[src/rtl/axil_pkg.sv]
// Shared definitions for the AXI-Lite slave memory: response codes and FSM state encodings.
package axil_pkg;

  localparam int unsigned RESP_OKAY   = 0;
  localparam int unsigned RESP_SLVERR = 2;

  typedef enum logic [1:0] {
    W_IDLE      = 2'd0,
    W_HAVE_ADDR = 2'd1,
    W_HAVE_DATA = 2'd2,
    W_RESP      = 2'd3
  } wr_state_e;

  typedef enum logic {
    R_IDLE = 1'b0,
    R_DATA = 1'b1
  } rd_state_e;

  // Only word-aligned accesses are serviced; anything else is answered with SLVERR.
  function automatic logic addr_misaligned(input logic [1:0] lo);
    return lo != 2'b00;
  endfunction

endpackage

[src/rtl/axil_regbank.sv]
// Word-addressed storage with a byte-strobed write port and a registered read port.
// A write and a read of the same word on the same edge returns the pre-write contents.
module axil_regbank #(
  parameter int unsigned DATA_WIDTH = 32,
  parameter int unsigned DEPTH      = 16
) (
  input  logic                       clk_i,
  input  logic                       rst_i,
  input  logic                       we_i,
  input  logic [$clog2(DEPTH)-1:0]   waddr_i,
  input  logic [DATA_WIDTH-1:0]      wdata_i,
  input  logic [DATA_WIDTH/8-1:0]    wstrb_i,
  input  logic                       re_i,
  input  logic                       rzero_i,
  input  logic [$clog2(DEPTH)-1:0]   raddr_i,
  output logic [DATA_WIDTH-1:0]      rdata_o
);

  localparam int unsigned NumBytes = DATA_WIDTH / 8;

  logic [DATA_WIDTH-1:0] mem_q [DEPTH];
  logic [DATA_WIDTH-1:0] mem_d [DEPTH];
  logic [DATA_WIDTH-1:0] rdata_q, rdata_d;

  // Merge strobed write bytes into the addressed word.
  always_comb begin
    mem_d = mem_q;
    if (we_i) begin
      for (int b = 0; b < NumBytes; b++) begin
        if (wstrb_i[b]) begin
          mem_d[waddr_i][8*b +: 8] = wdata_i[8*b +: 8];
        end
      end
    end
  end

  // Read data is captured from the current contents; rzero forces an error read to zero.
  always_comb begin
    rdata_d = rdata_q;
    if (re_i) begin
      rdata_d = rzero_i ? '0 : mem_q[raddr_i];
    end
  end

  // Storage and read register, both cleared by reset.
  always_ff @(posedge clk_i) begin
    if (rst_i) begin
      for (int i = 0; i < DEPTH; i++) begin
        mem_q[i] <= '0;
      end
      rdata_q <= '0;
    end else begin
      mem_q   <= mem_d;
      rdata_q <= rdata_d;
    end
  end

  assign rdata_o = rdata_q;

endmodule

[src/rtl/axil_slave_mem.sv]
// AXI-Lite slave backed by a small word memory. Independent write (AW/W/B) and read (AR/R)
// state machines; misaligned addresses get SLVERR and never touch storage.
module axil_slave_mem
  import axil_pkg::*;
#(
  parameter int unsigned DATA_WIDTH = 32,
  parameter int unsigned ADDR_WIDTH = 8,
  parameter int unsigned RESP_WIDTH = 3,
  parameter int unsigned DEPTH      = 16
) (
  input  logic                    s_axi_aclk,
  input  logic                    s_axi_areset,
  input  logic [ADDR_WIDTH-1:0]   s_axi_awaddr,
  input  logic                    s_axi_awvalid,
  output logic                    s_axi_awready,
  input  logic [DATA_WIDTH-1:0]   s_axi_wdata,
  input  logic [DATA_WIDTH/8:0]   s_axi_wstrb,
  input  logic                    s_axi_wvalid,
  output logic                    s_axi_wready,
  output logic [RESP_WIDTH-1:0]   s_axi_bresp,
  output logic                    s_axi_bvalid,
  input  logic                    s_axi_bready,
  input  logic [ADDR_WIDTH-1:0]   s_axi_araddr,
  input  logic                    s_axi_arvalid,
  output logic                    s_axi_arready,
  output logic [DATA_WIDTH-1:0]   s_axi_rdata,
  output logic [RESP_WIDTH-1:0]   s_axi_rresp,
  output logic                    s_axi_rvalid,
  input  logic                    s_axi_rready
);

  localparam int unsigned IdxW = $clog2(DEPTH);
  localparam int unsigned NB   = DATA_WIDTH / 8;
  localparam logic [RESP_WIDTH-1:0] RespOkay   = RESP_WIDTH'(RESP_OKAY);
  localparam logic [RESP_WIDTH-1:0] RespSlverr = RESP_WIDTH'(RESP_SLVERR);

  // Decoded views of the live address buses.
  logic            aw_err, ar_err;
  logic [IdxW-1:0] aw_idx, ar_idx;

  assign aw_err = addr_misaligned(s_axi_awaddr[1:0]);
  assign aw_idx = s_axi_awaddr[2 +: IdxW];
  assign ar_err = addr_misaligned(s_axi_araddr[1:0]);
  assign ar_idx = s_axi_araddr[2 +: IdxW];

  // Upper address bits are decoded upstream and the extra strobe bit is meaningless.
  logic unused_bits;
  assign unused_bits = ^{s_axi_awaddr, s_axi_araddr, s_axi_wstrb};

  // ---------------------------------------------------------------------------------------------
  // Write channel
  // ---------------------------------------------------------------------------------------------
  wr_state_e             wr_state_q, wr_state_d;
  logic [IdxW-1:0]       awidx_q, awidx_d;
  logic                  awerr_q, awerr_d;
  logic [DATA_WIDTH-1:0] wdata_q, wdata_d;
  logic [NB-1:0]         wstrb_q, wstrb_d;
  logic [RESP_WIDTH-1:0] bresp_q, bresp_d;

  logic                  commit;
  logic [IdxW-1:0]       cm_idx;
  logic                  cm_err;
  logic [DATA_WIDTH-1:0] cm_data;
  logic [NB-1:0]         cm_strb;

  // Write FSM: collect AW and W in either order, commit on the edge completing the pair.
  always_comb begin
    wr_state_d    = wr_state_q;
    awidx_d       = awidx_q;
    awerr_d       = awerr_q;
    wdata_d       = wdata_q;
    wstrb_d       = wstrb_q;
    bresp_d       = bresp_q;
    commit        = 1'b0;
    cm_idx        = awidx_q;
    cm_err        = awerr_q;
    cm_data       = wdata_q;
    cm_strb       = wstrb_q;
    s_axi_awready = 1'b0;
    s_axi_wready  = 1'b0;
    s_axi_bvalid  = 1'b0;

    unique case (wr_state_q)
      W_IDLE: begin
        s_axi_awready = 1'b1;
        s_axi_wready  = 1'b1;
        if (s_axi_awvalid && s_axi_wvalid) begin
          commit     = 1'b1;
          cm_idx     = aw_idx;
          cm_err     = aw_err;
          cm_data    = s_axi_wdata;
          cm_strb    = s_axi_wstrb[NB-1:0];
          wr_state_d = W_RESP;
        end else if (s_axi_awvalid) begin
          awidx_d    = aw_idx;
          awerr_d    = aw_err;
          wr_state_d = W_HAVE_ADDR;
        end else if (s_axi_wvalid) begin
          wdata_d    = s_axi_wdata;
          wstrb_d    = s_axi_wstrb[NB-1:0];
          wr_state_d = W_HAVE_DATA;
        end
      end
      W_HAVE_ADDR: begin
        s_axi_wready = 1'b1;
        if (s_axi_wvalid) begin
          commit     = 1'b1;
          cm_data    = s_axi_wdata;
          cm_strb    = s_axi_wstrb[NB-1:0];
          wr_state_d = W_RESP;
        end
      end
      W_HAVE_DATA: begin
        s_axi_awready = 1'b1;
        if (s_axi_awvalid) begin
          commit     = 1'b1;
          cm_idx     = aw_idx;
          cm_err     = aw_err;
          wr_state_d = W_RESP;
        end
      end
      W_RESP: begin
        s_axi_bvalid = 1'b1;
        if (s_axi_bready) begin
          wr_state_d = W_IDLE;
        end
      end
      default: wr_state_d = W_IDLE;
    endcase

    if (commit) begin
      bresp_d = cm_err ? RespSlverr : RespOkay;
    end
  end

  // Write channel registers.
  always_ff @(posedge s_axi_aclk) begin
    if (s_axi_areset) begin
      wr_state_q <= W_IDLE;
      awidx_q    <= '0;
      awerr_q    <= 1'b0;
      wdata_q    <= '0;
      wstrb_q    <= '0;
      bresp_q    <= '0;
    end else begin
      wr_state_q <= wr_state_d;
      awidx_q    <= awidx_d;
      awerr_q    <= awerr_d;
      wdata_q    <= wdata_d;
      wstrb_q    <= wstrb_d;
      bresp_q    <= bresp_d;
    end
  end

  assign s_axi_bresp = bresp_q;

  // ---------------------------------------------------------------------------------------------
  // Read channel
  // ---------------------------------------------------------------------------------------------
  rd_state_e             rd_state_q, rd_state_d;
  logic [RESP_WIDTH-1:0] rresp_q, rresp_d;
  logic                  rd_en;

  // Read FSM: accept AR in idle, present registered data until the master takes it.
  always_comb begin
    rd_state_d    = rd_state_q;
    rresp_d       = rresp_q;
    rd_en         = 1'b0;
    s_axi_arready = 1'b0;
    s_axi_rvalid  = 1'b0;

    unique case (rd_state_q)
      R_IDLE: begin
        s_axi_arready = 1'b1;
        if (s_axi_arvalid) begin
          rd_en      = 1'b1;
          rresp_d    = ar_err ? RespSlverr : RespOkay;
          rd_state_d = R_DATA;
        end
      end
      R_DATA: begin
        s_axi_rvalid = 1'b1;
        if (s_axi_rready) begin
          rd_state_d = R_IDLE;
        end
      end
      default: rd_state_d = R_IDLE;
    endcase
  end

  // Read channel registers.
  always_ff @(posedge s_axi_aclk) begin
    if (s_axi_areset) begin
      rd_state_q <= R_IDLE;
      rresp_q    <= '0;
    end else begin
      rd_state_q <= rd_state_d;
      rresp_q    <= rresp_d;
    end
  end

  assign s_axi_rresp = rresp_q;

  axil_regbank #(
    .DATA_WIDTH (DATA_WIDTH),
    .DEPTH      (DEPTH)
  ) u_regbank (
    .clk_i   (s_axi_aclk),
    .rst_i   (s_axi_areset),
    .we_i    (commit && !cm_err),
    .waddr_i (cm_idx),
    .wdata_i (cm_data),
    .wstrb_i (cm_strb),
    .re_i    (rd_en),
    .rzero_i (ar_err),
    .raddr_i (ar_idx),
    .rdata_o (s_axi_rdata)
  );

endmodule

[config.mk]
export PLATFORM = sky130hd
export DESIGN_NAME = axil_slave_mem
export DESIGN_NICKNAME = d
export VERILOG_FILES = /design/src/rtl/axil_pkg.sv /design/src/rtl/axil_regbank.sv /design/src/rtl/axil_slave_mem.sv
export SDC_FILE = /design/constraint.sdc
export NUM_CORES = 1
export LEC_CHECK = 0
export CAP_MARGIN = 20
export CORE_AREA = 3 3 337 339
export DETAILED_ROUTE_END_ITERATION = 6
export DIE_AREA = 0 0 340 342
export PLACE_DENSITY = 0.43
export SLEW_MARGIN = 15
export SYNTH_ARGS = -nofsm -noshare
export SYNTH_HDL_FRONTEND = slang
export SYNTH_SLANG_ARGS = --single-unit
[constraint.sdc]
create_clock -name s_axi_aclk -period 3.83 [get_ports s_axi_aclk]
set_input_delay 0.383 -clock s_axi_aclk [delete_from_list [all_inputs] [get_ports s_axi_aclk]]
set_output_delay 0.383 -clock s_axi_aclk [all_outputs]
set_load 0.03 [all_outputs]
==> qor.csv <==
metric;value;unit
pin count of the biggest net entering global routing;144;
Synth Instances;2434;
asr flop ratio synth;0;
class of the worst hold path;in2reg;
# fillers;11200;
startpoint types;flip-flop;
status;finished, final reports clean;
Overflow after GRT;0;
Area Growth Syn to Fin;18.5;%
RR Endpoint;u_regbank.mem_q[390];
Least-Margin Pin Slew;1.10;ns
row count;122;
die area;116000;µm²
Fin. Hold Viols;0;
post_cts resized;0;
crit path time final;3.61;ns
via count;18400;
chip height;342;µm
Slowest-stage cell, CP;nor4_2;
Largest stage delay, worst path;0.93;ns
Max-slew headroom;0.264;
prevailing post-synth register cell;dfxtp_1;
DR iter-0 viols;998;
vias in the first global route;19100;
Post-Route Utilization;0.296;
Worst Reg-to-Reg Cells;8;
Initial Utilization;0.249;
Clock Skew;0.0240;ns
Worst setup endpoint;u_regbank.mem_q[390];
cts hold-fix bufs;0;
clock latency on the worst-skew pair;0.61;ns
Setup crit start;wr_state_q[0];
Placement Cell Area;30400;µm²
global-route wire length before repair;125;mm
Req. time, crit path;4.34;ns
Cells after DPL;3896;
Worst-path clk slew;0.06;ns
WL final;82.6;mm
Leakage;12.3;nW
crit path capture type;flip-flop;
clock tree buffer depth;3;
Syn Area/Cell;11.3;µm²
critical path peak fanout;13;
CTS tree;done;
Post-synth EDFFs;0;
Max H-tree Level;3;
sequential element share of the synthesized area;0.428;
port bufs;93;
post-detailed-route DRC marker count;0;
origin of the critical flop-to-flop path;wr_state_q[0];
Post-DP HPWL;50.9;mm
VDD IR max;255;µV
Netlist Area Pre-Place;27600;µm²
pwr/cell area;468;nW/µm²
r2r setup slk;0.22;ns
CTS Sinks;590;
Final WS setup;0.222;ns
Root Buffer;clkbuf_16;
final setup fails;0;
Synth Warn #;0;
cell taking the most area after synthesis;dfxtp_1;
chip width;340;µm
cell with the most instances after synthesis;dfxtp_1;
Placement Setup Slack;0.242;ns
share of post-route cells with drive strength above 1;0.190;
flops & latches, synth;590;
Synth top area share;0.428;
Cell variety after synth;53;
core area;111000;µm²
crit-path cells;inv_1 > ha_1 > buf_4 > a21o_1 > and3_1 > nor4_2 > nand3_2 > mux2i_1;
Avg Vias per Cell;4.56;
Setup CP Type;reg2reg;
Post-synth top cells;dfxtp_1, nand2b_1, mux2i_1;
# Post-CTS Setup Buffers;0;
post-route setup TNS;0;ns
RSZ-0062 raised after global routing;false;
drt first pass iters;6;
fin crit share;0.942;
IO Pins;103;
synth top area cells;dfxtp_1, mux2i_1, mux4_2, nand2b_1, clkbuf_1;
Multi-input gate area;14800;µm²
routability congestion estimate;0.751;
Nets;2547;
MaxCap Viol Count;0;
CP arrival;4.12;ns
final design area excluding fillers;32700;µm²
initial antenna violation count;4;
storage element area;11800;µm²
CTS Buf Count;72;
Detail Route Antenna Nets;0;
Finished Layout Cells;4024;
Final Max Tran Viols;0;
Max Freq;277;MHz
aggregate global-route resource usage;0.141;
Routed wire per std cell;20.5;µm
-- per-layer routing --
metal  GRT usage  up-vias  wire, µm
met5           0        -         0
met4      0.0356        0      1460
met3      0.0209       95      3320
met2       0.231      342     38900
met1       0.194     9318     39000
li1            -     8608         -
-- cell type report --
class                   count  area share
repair buffers            181      0.0518
diodes                      2    0.000153
inverters                  40     0.00459
multi-input cells        1597       0.454
clock inverters            25     0.00922
well taps                1488      0.0569
clock buffers             101      0.0621
flip-flops and latches    590       0.361
-- placed cells by master (no fill, tap or decap), drive strengths merged, types with 10 or more instances in the layout --
master         count
nor3              30
clkdlybuf4s50     88
mux2i            514
nand2b           516
inv               44
dfxtp            590
a22oi             35
mux4             160
a21oi             43
clkbuf           101
nand3             38
o21ai             41
buf               93
nand2            110
clkinv            15
or2               33
and3              10
-- registers in the layout, indices dropped and copies added (netlist names) --
signal and cells:
wstrb_q 4, awidx_q 4, wdata_q 32, s_axi_rresp 1, u_regbank.rdata_o 32, awerr_q 1, s_axi_bresp 1, rd_state_q 1
wr_state_q 2, u_regbank.mem_q 512
-- through the flow --
stage	hold WS, ns	power (mW)
6_report	0.182	15.3
5_1_grt	0.202	15.9
4_1_cts	0.152	15.6
3_5_place_dp	0.444	8.66
3_3_place_gp	0.439	8.61
2_1_floorplan	0.432	7.89
-- report_power, final --
group	internal (mW)	switching (mW)	total, mW	leakage [nW]
clock	4.05	2.74	6.79	1.15
combinational	0.734	1.52	2.25	6.38
sequential	6.22	0.0509	6.27	4.75
-- cell families after synthesis --
logic type	synth area share
and+or+nand+nor	0.177
muxes	0.318
DFF	0.428
buffers and inverters	0.0367
AOI/OAI and AO/OA	0.0386
adders and majority gates	0.00227
other	0.000136
-- how the worst min path moves through the flow --
stage,slack (ns),cells after the start,endpoint,from
finish,0.18,2,wdata_q[23],s_axi_areset
floorplan,0.43,2,wstrb_q[0],wstrb_q[0]
detailed placement,0.44,2,wstrb_q[0],wstrb_q[0]
global placement,0.44,2,wstrb_q[0],wstrb_q[0]
global route,0.20,2,wdata_q[21],s_axi_areset
CTS,0.15,2,wdata_q[23],s_axi_areset
-- critical path, delay by kind of cell, from the launching register on --
kind / cells / cell delay (ns)
DFF: 1 / 0.39
and+or+nand+nor: 3 / 1.80
adders and majority gates: 1 / 0.41
AOI/OAI and AO/OA: 1 / 0.23
buffers and inverters: 2 / 0.37
muxes: 1 / 0.31
Power figures use the tool's default switching activity.
